$ cat src/rtl/wb_timer_if.sv
// ---------------------------------------------------------------------------
// wb_timer_if
//   Wishbone classic single-transfer bus bundle between the OBI-to-Wishbone
//   bridge (master) and the timer peripheral (slave).
//
//   Signals (named from the slave's point of view):
//     wb_cyc_i     : bus cycle active
//     wb_stb_i     : transfer strobe
//     wb_addr_i    : byte address
//     wb_wr_en_i   : 1 = write, 0 = read
//     wb_byte_en_i : per-byte write enable
//     wb_wdata_i   : write data
//     wb_rdata_o   : read data, valid while wb_ack_o is high, 0 otherwise
//     wb_ack_o     : one-cycle transfer acknowledge
// ---------------------------------------------------------------------------
interface wb_timer_if #(
   parameter int ADDR_W = 32,
   parameter int DATA_W = 32
);
   logic                  wb_cyc_i;
   logic                  wb_stb_i;
   logic [ADDR_W-1:0]     wb_addr_i;
   logic                  wb_wr_en_i;
   logic [DATA_W/8-1:0]   wb_byte_en_i;
   logic [DATA_W-1:0]     wb_wdata_i;
   logic [DATA_W-1:0]     wb_rdata_o;
   logic                  wb_ack_o;

   modport master (
      output wb_cyc_i, wb_stb_i, wb_addr_i, wb_wr_en_i, wb_byte_en_i, wb_wdata_i,
      input  wb_rdata_o, wb_ack_o
   );

   modport slave (
      input  wb_cyc_i, wb_stb_i, wb_addr_i, wb_wr_en_i, wb_byte_en_i, wb_wdata_i,
      output wb_rdata_o, wb_ack_o
   );
endinterface

$ cat src/rtl/wb_timer.sv
// ---------------------------------------------------------------------------
// wb_timer
//   Wishbone classic slave timer: prescaled 32-bit up-counter, compare
//   register with optional auto-reload, and a level interrupt.
//
//   Ports:
//     wb_clk_i : clock, rising edge
//     rst_i    : asynchronous active-high reset
//     bus      : Wishbone slave bundle (wb_timer_if.slave)
//     irq_o    : level interrupt, MATCH & IE
//
//   Register map (byte offset, decoded on addr[4:2]):
//     0x00 CTRL   : bit0 EN, bit1 AR, bit2 IE
//     0x04 PRESC  : [PRESC_W-1:0], counter advances every PRESC+1 clocks
//     0x08 COUNT  : 32-bit counter
//     0x0C CMP    : 32-bit compare value
//     0x10 STATUS : bit0 MATCH, write-1-to-clear
//     0x14..0x1C  : unmapped, read 0, writes dropped, still acknowledged
//
//   DATA_W is fixed at 32 for this block.
// ---------------------------------------------------------------------------
module wb_timer #(
   parameter int ADDR_W  = 32,
   parameter int DATA_W  = 32,
   parameter int PRESC_W = 16
) (
   input  logic        wb_clk_i,
   input  logic        rst_i,
   wb_timer_if.slave   bus,
   output logic        irq_o
);

   localparam int NB = DATA_W / 8;

   typedef enum logic {
      S_IDLE = 1'b0,
      S_ACK  = 1'b1
   } bus_state_e;

   // ------------------------------------------------------------------
   // Register state
   // ------------------------------------------------------------------
   bus_state_e           state_q, state_d;
   logic                 en_q, ar_q, ie_q;
   logic [PRESC_W-1:0]   presc_q, presc_d;
   logic [PRESC_W-1:0]   pcnt_q, pcnt_d;
   logic [DATA_W-1:0]    count_q, count_d;
   logic [DATA_W-1:0]    cmp_q, cmp_d;
   logic                 match_q, match_d;
   logic [DATA_W-1:0]    rdata_q;

   // ------------------------------------------------------------------
   // Bus decode
   // ------------------------------------------------------------------
   logic [ADDR_W-1:0]    addr;
   logic [2:0]           reg_sel;
   logic                 req, take, wr, rd;
   logic                 wr_ctrl, wr_presc, wr_count, wr_cmp, w1c_match;
   logic                 unused_addr;

   assign addr    = bus.wb_addr_i;
   assign reg_sel = addr[4:2];
   assign unused_addr = ^{addr[ADDR_W-1:5], addr[1:0]};

   assign req  = bus.wb_cyc_i & bus.wb_stb_i;
   // Requests are only taken in IDLE; the strobe still high during ACK is
   // ignored so a single request cannot be acknowledged twice.
   assign take = (state_q == S_IDLE) & req;
   assign wr   = take &  bus.wb_wr_en_i;
   assign rd   = take & ~bus.wb_wr_en_i;

   // CTRL and STATUS only have bits in byte 0.
   assign wr_ctrl   = wr & (reg_sel == 3'd0) & bus.wb_byte_en_i[0];
   assign wr_presc  = wr & (reg_sel == 3'd1);
   assign wr_count  = wr & (reg_sel == 3'd2);
   assign wr_cmp    = wr & (reg_sel == 3'd3);
   assign w1c_match = wr & (reg_sel == 3'd4) & bus.wb_byte_en_i[0] & bus.wb_wdata_i[0];

   function automatic logic [DATA_W-1:0] byte_merge(
      input logic [DATA_W-1:0] old_v,
      input logic [DATA_W-1:0] new_v,
      input logic [NB-1:0]     be
   );
      logic [DATA_W-1:0] r;
      r = old_v;
      for (int b = 0; b < NB; b++) begin
         if (be[b]) r[8*b +: 8] = new_v[8*b +: 8];
      end
      return r;
   endfunction

   // ------------------------------------------------------------------
   // Bus slave FSM
   // ------------------------------------------------------------------
   always_ff @(posedge wb_clk_i or posedge rst_i) begin
      if (rst_i) state_q <= S_IDLE;
      else       state_q <= state_d;
   end

   always_comb begin
      state_d = state_q;
      case (state_q)
         S_IDLE:  if (req) state_d = S_ACK;
         S_ACK:   state_d = S_IDLE;
         default: state_d = S_IDLE;
      endcase
   end

   assign bus.wb_ack_o   = (state_q == S_ACK);
   assign bus.wb_rdata_o = rdata_q;

   // ------------------------------------------------------------------
   // Read mux (register state just before the sampling edge)
   // ------------------------------------------------------------------
   logic [DATA_W-1:0] rd_mux;

   always_comb begin
      rd_mux = '0;
      case (reg_sel)
         3'd0:    rd_mux[2:0]         = {ie_q, ar_q, en_q};
         3'd1:    rd_mux[PRESC_W-1:0] = presc_q;
         3'd2:    rd_mux              = count_q;
         3'd3:    rd_mux              = cmp_q;
         3'd4:    rd_mux[0]           = match_q;
         default: rd_mux              = '0;
      endcase
   end

   // Read data lives only for the ACK cycle; every other cycle it is 0.
   always_ff @(posedge wb_clk_i or posedge rst_i) begin
      if (rst_i)   rdata_q <= '0;
      else if (rd) rdata_q <= rd_mux;
      else         rdata_q <= '0;
   end

   // ------------------------------------------------------------------
   // Tick generation
   // ------------------------------------------------------------------
   logic presc_hit, en_clr, tick, cmp_hit;

   assign presc_hit = (pcnt_q == presc_q);
   // A write that turns EN off cancels the tick on that same edge.
   assign en_clr    = wr_ctrl & ~bus.wb_wdata_i[0];
   // Tick uses the pre-write EN/PRESC, so new values apply a cycle later.
   assign tick      = en_q & presc_hit & ~en_clr;
   assign cmp_hit   = (count_q == cmp_q);

   always_comb begin
      pcnt_d = pcnt_q + 1'b1;
      if (!en_q || en_clr || presc_hit) pcnt_d = '0;
   end

   always_comb begin
      presc_d = presc_q;
      if (wr_presc) begin
         for (int i = 0; i < PRESC_W; i++) begin
            if (bus.wb_byte_en_i[i/8]) presc_d[i] = bus.wb_wdata_i[i];
         end
      end
   end

   // ------------------------------------------------------------------
   // Counter, compare, match
   // ------------------------------------------------------------------
   always_comb begin
      count_d = count_q;
      if (wr_count)
         count_d = byte_merge(count_q, bus.wb_wdata_i, bus.wb_byte_en_i);
      else if (tick)
         count_d = (cmp_hit && ar_q) ? '0 : count_q + 1'b1;
   end

   always_comb begin
      cmp_d = cmp_q;
      if (wr_cmp) cmp_d = byte_merge(cmp_q, bus.wb_wdata_i, bus.wb_byte_en_i);
   end

   // Set beats clear when a match lands on the same edge as the W1C.
   always_comb begin
      match_d = match_q;
      if (tick && cmp_hit) match_d = 1'b1;
      else if (w1c_match)  match_d = 1'b0;
   end

   always_ff @(posedge wb_clk_i or posedge rst_i) begin
      if (rst_i) begin
         en_q    <= 1'b0;
         ar_q    <= 1'b0;
         ie_q    <= 1'b0;
         presc_q <= '0;
         pcnt_q  <= '0;
         count_q <= '0;
         cmp_q   <= '0;
         match_q <= 1'b0;
      end else begin
         if (wr_ctrl) begin
            en_q <= bus.wb_wdata_i[0];
            ar_q <= bus.wb_wdata_i[1];
            ie_q <= bus.wb_wdata_i[2];
         end
         presc_q <= presc_d;
         pcnt_q  <= pcnt_d;
         count_q <= count_d;
         cmp_q   <= cmp_d;
         match_q <= match_d;
      end
   end

   assign irq_o = match_q & ie_q;

endmodule

$ cat src/flat_wrapper.sv
// flat-port wrapper written by rule: the top's interface ports become plain ports
module wb_timer_flat 
#(
   parameter int ADDR_W  = 32,
   parameter int DATA_W  = 32,
   parameter int PRESC_W = 16
)
  (wb_clk_i, rst_i, irq_o, bus_wb_cyc_i, bus_wb_stb_i, bus_wb_addr_i, bus_wb_wr_en_i, bus_wb_byte_en_i, bus_wb_wdata_i, bus_wb_rdata_o, bus_wb_ack_o);
  wb_timer_if #(.ADDR_W(ADDR_W), .DATA_W(DATA_W)) bus_i ();
  input  logic wb_clk_i;
  input  logic rst_i;
  output logic irq_o;
  input wire logic [$bits(bus_i.wb_cyc_i)-1:0] bus_wb_cyc_i;
  input wire logic [$bits(bus_i.wb_stb_i)-1:0] bus_wb_stb_i;
  input wire logic [$bits(bus_i.wb_addr_i)-1:0] bus_wb_addr_i;
  input wire logic [$bits(bus_i.wb_wr_en_i)-1:0] bus_wb_wr_en_i;
  input wire logic [$bits(bus_i.wb_byte_en_i)-1:0] bus_wb_byte_en_i;
  input wire logic [$bits(bus_i.wb_wdata_i)-1:0] bus_wb_wdata_i;
  output wire logic [$bits(bus_i.wb_rdata_o)-1:0] bus_wb_rdata_o;
  output wire logic [$bits(bus_i.wb_ack_o)-1:0] bus_wb_ack_o;
  assign bus_i.wb_cyc_i = bus_wb_cyc_i;
  assign bus_i.wb_stb_i = bus_wb_stb_i;
  assign bus_i.wb_addr_i = bus_wb_addr_i;
  assign bus_i.wb_wr_en_i = bus_wb_wr_en_i;
  assign bus_i.wb_byte_en_i = bus_wb_byte_en_i;
  assign bus_i.wb_wdata_i = bus_wb_wdata_i;
  assign bus_wb_rdata_o = bus_i.wb_rdata_o;
  assign bus_wb_ack_o = bus_i.wb_ack_o;
  wb_timer #(.ADDR_W(ADDR_W), .DATA_W(DATA_W), .PRESC_W(PRESC_W)) u_core (.wb_clk_i(wb_clk_i), .rst_i(rst_i), .bus(bus_i), .irq_o(irq_o));
endmodule
$ cat config.mk
export PLATFORM = sky130hd
export DESIGN_NAME = wb_timer_flat
export DESIGN_NICKNAME = d
export VERILOG_FILES = /design/src/rtl/wb_timer_if.sv /design/src/rtl/wb_timer.sv /design/src/flat_wrapper.sv
export SDC_FILE = /design/constraint.sdc
export NUM_CORES = 1
export LEC_CHECK = 0
export CAP_MARGIN = 20
export CORE_MARGIN = 3
export CORE_UTILIZATION = 59
export CTS_CLUSTER_DIAMETER = 60
export DETAILED_ROUTE_END_ITERATION = 6
export PLACE_DENSITY = 0.86
export SETUP_SLACK_MARGIN = 0.2
export SYNTH_ARGS = -nofsm -noshare
export SYNTH_HDL_FRONTEND = slang
export SYNTH_SLANG_ARGS = --single-unit
$ cat constraint.sdc
create_clock -name wb_clk_i -period 11.4 [get_ports wb_clk_i]
set_input_delay 1.14 -clock wb_clk_i [delete_from_list [all_inputs] [get_ports wb_clk_i]]
set_output_delay 1.14 -clock wb_clk_i [all_outputs]
set_load 0.05 [all_outputs]
# == After elaboration in Yosys (flattened, before gate mapping) ==
# Cells that the tools add are included.
# totals
reg_bits,133
in_bits,73
output_inout_bits,34
elab_cells,84
# op_classes
add_sub_neg,2
eq_ne,10
mux,17
bitwise,20
n_reduce_logical,18
# ops
op,n
two-way mux 32 bit,4
case mux 13 bit (3 select lines),1
"adder 32 x 1 -> 32 bit, second input constant",1
== test 32 bit,1
two-way mux 8 bit,4
case mux 16 bit (2 select lines),1
AND reduction 2 bit,10
"adder 16 x 1 -> 16 bit, second input constant",1
AND 1 bit,16
== test 16 bit,1
two-way mux 16 bit,1
"!= test 2 bit, second input constant",4
case mux 2 bit (4 select lines),1
"== test 3 x 2 -> 1 bit, second input constant",2
case mux 1 bit (5 select lines),1
NOT 1 bit,4
nonzero test 2 bit,2
"== test 3 x 1 -> 1 bit, second input constant",1
"== test 3 bit, second input constant",1
logical NOT 3 bit,1
two-way mux 1 bit,3
logical AND 1 bit,2
logical OR 1 bit,2
case mux 1 bit (2 select lines),1
logical NOT 1 bit,1

# == Depth between registers and ports, before layout ==
# depth
ltp_word,10
ltp_mapped,9
depth_no_buf,7

# == Least setup slack after synthesis ==
# No wires, ideal clock.
# synth_path
kind,in2reg
from,in bus_wb_stb_i
to,reg u_core.count_q[24]
setup_ns,0.142
arrival_time_ns,2.715
t_required_ns,11.258
slack_ns,8.542
cell_stages,8
n_path_buf,2
cell_sequence,and3b_1 clkbuf_1 nand4_1 o21a_1 and3_1 buf_2 o22ai_1 o22ai_1
# synth_between
elab_chain_len,10
elab_cells_between_ends,13
cone_classes,1 x eq/ne; 1 x mux; 9 x bitwise; 2 x reduce/logical
# synth_rtl
item,line_no,text
start: declaration,flat_wrapper.sv:14,input wire logic [$bits(bus_i.wb_stb_i)-1:0] bus_wb_stb_i;
AND 1 bit *,wb_timer.sv:65,assign req = bus.wb_cyc_i & bus.wb_stb_i;
AND 1 bit *,wb_timer.sv:68,assign take = (state_q == S_IDLE) & req;
AND 1 bit *,wb_timer.sv:69,assign wr = take & bus.wb_wr_en_i;
AND 1 bit (2 in a row),wb_timer.sv:73,assign wr_ctrl = wr & (reg_sel == 3'd0) & bus.wb_byte_en_i[0];
AND 1 bit,wb_timer.sv:143,assign en_clr = wr_ctrl & ~bus.wb_wdata_i[0];
NOT 1 bit,wb_timer.sv:145,assign tick = en_q & presc_hit & ~en_clr;
AND 1 bit,wb_timer.sv:145,
nonzero test 2 bit (no source line),n/a,
AND reduction 2 bit (no source line),n/a,
end signal: assignment,wb_timer.sv:203,count_q <= count_d;
end: declaration,wb_timer.sv:47,"logic [DATA_W-1:0] count_q, count_d;"
# Every way passes the cells marked *; elsewhere a longest branch is shown, timed or not.
# A chain may end at the register's enable or synchronous reset.

# == Worst setup path in the final report ==
# layout_path
from,in bus_wb_addr_i[2]
to,reg u_core.count_q[13]
# layout_between
elab_chain_len,8
elab_cells_between_ends,12
cone_classes,2 x eq/ne; 1 x mux; 6 x bitwise; 3 x reduce/logical
# layout_rtl
item,line_no,text
start: declaration,flat_wrapper.sv:15,input wire logic [$bits(bus_i.wb_addr_i)-1:0] bus_wb_addr_i;
logical NOT 3 bit,wb_timer.sv:73,
AND 1 bit (2 in a row),wb_timer.sv:73,
AND 1 bit,wb_timer.sv:143,
NOT 1 bit,wb_timer.sv:145,
AND 1 bit,wb_timer.sv:145,
nonzero test 2 bit (no source line),n/a,
AND reduction 2 bit (no source line),n/a,
# Parallel ways exist; a longest one is shown, timed or not.

==> reports/results.txt <==
The first routing iteration left 723 violations. The count of flip-flops with a built-in enable after synthesis came out at 0. The cell area after layout is 8529 um2. The actual transition at the worst max-transition pin works out to 1163 ps. In this run the remaining antenna-violating nets after routing total 0. For the headroom to the max-slew limit, the log shows 22.30%.

The min-delay analysis places its worst path in the category register to register. The wire-length estimate of the detail-placed layout is 13.12 mm. Number of max-slew violations in the final report: 0.

Walking the worst path, the cells encountered are clkdlybuf4s50_1, nor3b_2, and3_1, buf_4, and2_1, a21oi_1, a31oi_1, o221ai_1. After detailed placement, the total cell area comes to 7863 um2. Summing over every cut layer, the via total after detailed routing is 5974.

After synthesis, the largest family of logic cells by area is simple AND/OR/NAND/NOR gates. The share of flip-flops with an asynchronous set or reset after synthesis came out at 100.0%. Yosys printed 0 warnings. Setup repair after global routing left no endpoint under its margin. The tools report the placed instance count as 877. The adder and majority cell fraction of the synthesized area is 0.3549%, and the sequential area share after synthesis is 47.20%.

The class of the most critical setup path is primary input to register. Launch point of the worst reg-to-reg path: u_core.count_q[4]$_DFFE_PP0P_. In the routed layout, each cell is associated on average with a via count of 6.572. Clock latency on the worst-skew pair: 430 ps.

Dividing the detail-routed wire length by the instance count gives 21.17 um. The run gives 7051 um2 as the total standard cell area after synthesis. Of the post-synthesis cell area, the dominant cell type holds 47.20%.

The run gives 60.97% as the effective utilization at floorplan. The tools report the final standard cell utilization of the core as 73.75%. The finished layout holds 909 standard cells, fillers aside.

Of the total synthesized cell area, the portion taken by AND, OR, NAND and NOR gates is 16.73%. The tightest hold path in the finished design has a slack of 555.7 ps. The most critical setup path has its startpoint at bus_wb_addr_i[2]. The delay contributed by the slowest stage of the critical path is 910 ps. The count of final hold-check violations was 0; the layout cell share with drive strength beyond 1 was 14.88%. The power density normalized to cell area was 156.8 nW/um2.

In the post-synthesis netlist, the biggest area contributors are dfrtp_1 (47%), mux2_2 (10%), xnor2_1 (4.6%). The total overflow left after global routing is 0. The biggest fanout along the worst timing path was 28. Setup violations remaining at the end of the flow were counted as 0. For this design, the slowest cell found on the critical path is clkdlybuf4s50_1.

Setup skew after layout: 9.143 ps. Dividing the final minimum period by the clock period gives 41.25%. The tools report the startpoint type of the worst setup path as a primary input. The number of global-route vias before repair is 5896.

Counting every net in the synthesized netlist gives 772. VDD sags by at most 0.0001022 V. The maximum clock rate was 212.6 MHz.

The flow ran to the end, and the final reports show no timing, DRC or antenna violations. In this run the standard cell core region covers 11560 um2. For the max-cap check violation count, the log shows 0. The post-synthesis register bit count is 133. The instance count of the mapped netlist was 697.

The pre-antenna-repair detailed-routing pass consisted of 7 iterations. The tools report the number of diodes as 0. The kind of capture point of the worst setup path was a register. The analysis attributes to cell leakage a power of 0.003669 uW. The library cell with the largest summed area after synthesis is dfrtp_1. Entering global routing, the biggest net connects 73 pins.

The DRC violation count after routing came out at 0. The post-synthesis mux area share works out to 11.30%. Clock tree synthesis selected as its root buffer the cell clkbuf_16. The worst hold path begins at u_core.cmp_q[3]$_DFFE_PP0P_. The height of the die was 115.3 um. Buffers inserted during clock tree synthesis total 17. Input and output buffers added on the ports amount to 77. In this run the mean area of a mapped cell was 10.12 um2.

TritonCTS built the clock tree. After synthesis, the netlist uses 53 different library cells. The critical path data arrival time is 4970 ps, and the final critical-path required period is 4703 ps.

The total track usage was 30.25%; the number of setup buffers added after CTS was 0. Measured along the x axis, the die boundary spans 115.3 um. After clock tree synthesis, the clock-pin slew on the worst setup and hold paths is 60 ps. Leaving out fill and tap cells, the most frequent cell in the layout is dfrtp_1. Routability-driven placement finished with a final weighted congestion of 0.9822. The primary flip-flop cell chosen by synthesis mapping is dfrtp_1. The tools report the full die area as 13300 um2.

The layout net count was 828. The count of H-tree levels built during CTS came out at 4. The run gives 39 as the placement row count. The longest clock path from root to sink contains 2 buffers.

STA puts the critical path data required time at 11660 ps. The synthesized netlist devotes 7.329% of its cell area to XOR and XNOR gates. The family with the most delay on the worst path is simple AND/OR/NAND/NOR gates. In the final timing run, aggregate negative setup slack is 0 ps.

The first global-routing pass estimated 31.05 mm of wire. The count of clock tree sinks is 133, and the area added between synthesis and finish is 20.98%. Together, buffers and inverters on the worst path number 2. The tools report the count of instances resized after the clock tree is built as 0.

During I/O placement, the number of pins put on the boundary was 107. Leaving out fill and tap cells, the most frequent cells in the layout are dfrtp_1 (133), clkdlybuf4s50_1 (77), mux2_2 (65). The number of hold buffers added after cts is 0. The synthesized-area fraction occupied by ao, oa, aoi and oai cells is 13.01%. The final wirelength is 19.25 mm. Number of antenna violations at the first check in global routing: 0.
[state kept, by name, indices dropped and copies added, names as in the netlist]
register,count
u_core.cmp_q,32
u_core.match_q,1
u_core.en_q,1
u_core.pcnt_q,16
u_core.ar_q,1
u_core.count_q,32
u_core.bus.wb_rdata_o,32
u_core.ie_q,1
u_core.presc_q,16
u_core.bus.wb_ack_o,1
[through the flow]
stage               power (uW)  worst slack [ps]
finish                    1337              6697
global route              1376              6545
CTS                       1337              6809
detailed placement       723.8              6421
global placement         715.4              5920
floorplan                660.0              6706
[report_power, final]
| group | internal, uW | switching [uW] | leakage [uW] |
|---|---|---|---|
| Sequential | 504 | 44.6 | 0.00168 |
| Clock | 406 | 210 | 0.000320 |
| Combinational | 81.5 | 91.5 | 0.00167 |
| Total | 992 | 346 | 0.00367 |
[metal layers]
layer | share of wire, % | vias to the layer above | GRT usage, %
met5 | 0 | - | 0
met3 | 8.6 | 49 | 5.842
met1 | 41 | 2930 | 41.24
li1 | - | 2641 | -
met2 | 48 | 354 | 48.88
met4 | 2.3 | 0 | 10.33
[cells by family (layout without fill, tap and decap cells)]
group / after synthesis / count (layout)
DFF: 133 / 133
muxes: 69 / 69
buffers and inverters: 72 / 141
and+or+nand+nor: 231 / 231
AOI/OAI and AO/OA: 131 / 131
adders and majority gates: 2 / 2
xor gates and xnor gates: 59 / 59
[worst reg2reg max path, delay by kind of cell (launching register included)]
kind | cells | cell delay, ps
AND/OR/NAND/NOR | 4 | 1540
flip-flops | 1 | 510
buffers and inverters | 1 | 350
XOR/XNOR | 1 | 430
AO/OA/AOI/OAI | 1 | 210
[cells in the mapped netlist, drive strengths merged, types with 3 or more instances]
master / instances
dfrtp: 133
mux2: 65
or3: 8
nor4: 12
nor2b: 9
inv: 26
and3: 12
a31o: 3
o22ai: 10
o32ai: 6
a21oi: 23
nand4: 24
o211ai: 4
or2: 4
nand2: 55
nand3: 21
a31oi: 22
xor2: 22
o221ai: 7
and2: 9
nor2: 58
buf: 16
o31a: 6
xnor2: 37
o21ai: 5
a22oi: 33
nand2b: 3
clkbuf: 30
nor3: 11
[path summary, 6_finish.rpt]
path	endpoint	slack [ps]	cells past startpoint
setup / recovery	u_core.count_q[13]$_DFFE_PP0P_	6700	8
hold reg to reg	u_core.cmp_q[3]$_DFFE_PP0P_	560	1
min in group asynchronous	u_core.cmp_q[8]$_DFFE_PP0P_	1210	2
hold / removal	u_core.cmp_q[3]$_DFFE_PP0P_	560	1
max in group asynchronous	u_core.presc_q[13]$_DFFE_PP0P_	8790	3
setup reg to reg	u_core.count_q[3]$_DFFE_PP0P_	8200	7
[area by class of cell]
type                    count  area, um2
multi-input cells         492       3436
flip-flops and latches    133       3328
clock inverters            11      196.4
inverters                  26      100.1
well taps                 143      178.9
clock buffers              21      470.5
fillers                   801       3035
repair buffers             83      819.5
Power figures use the tool's default switching activity.
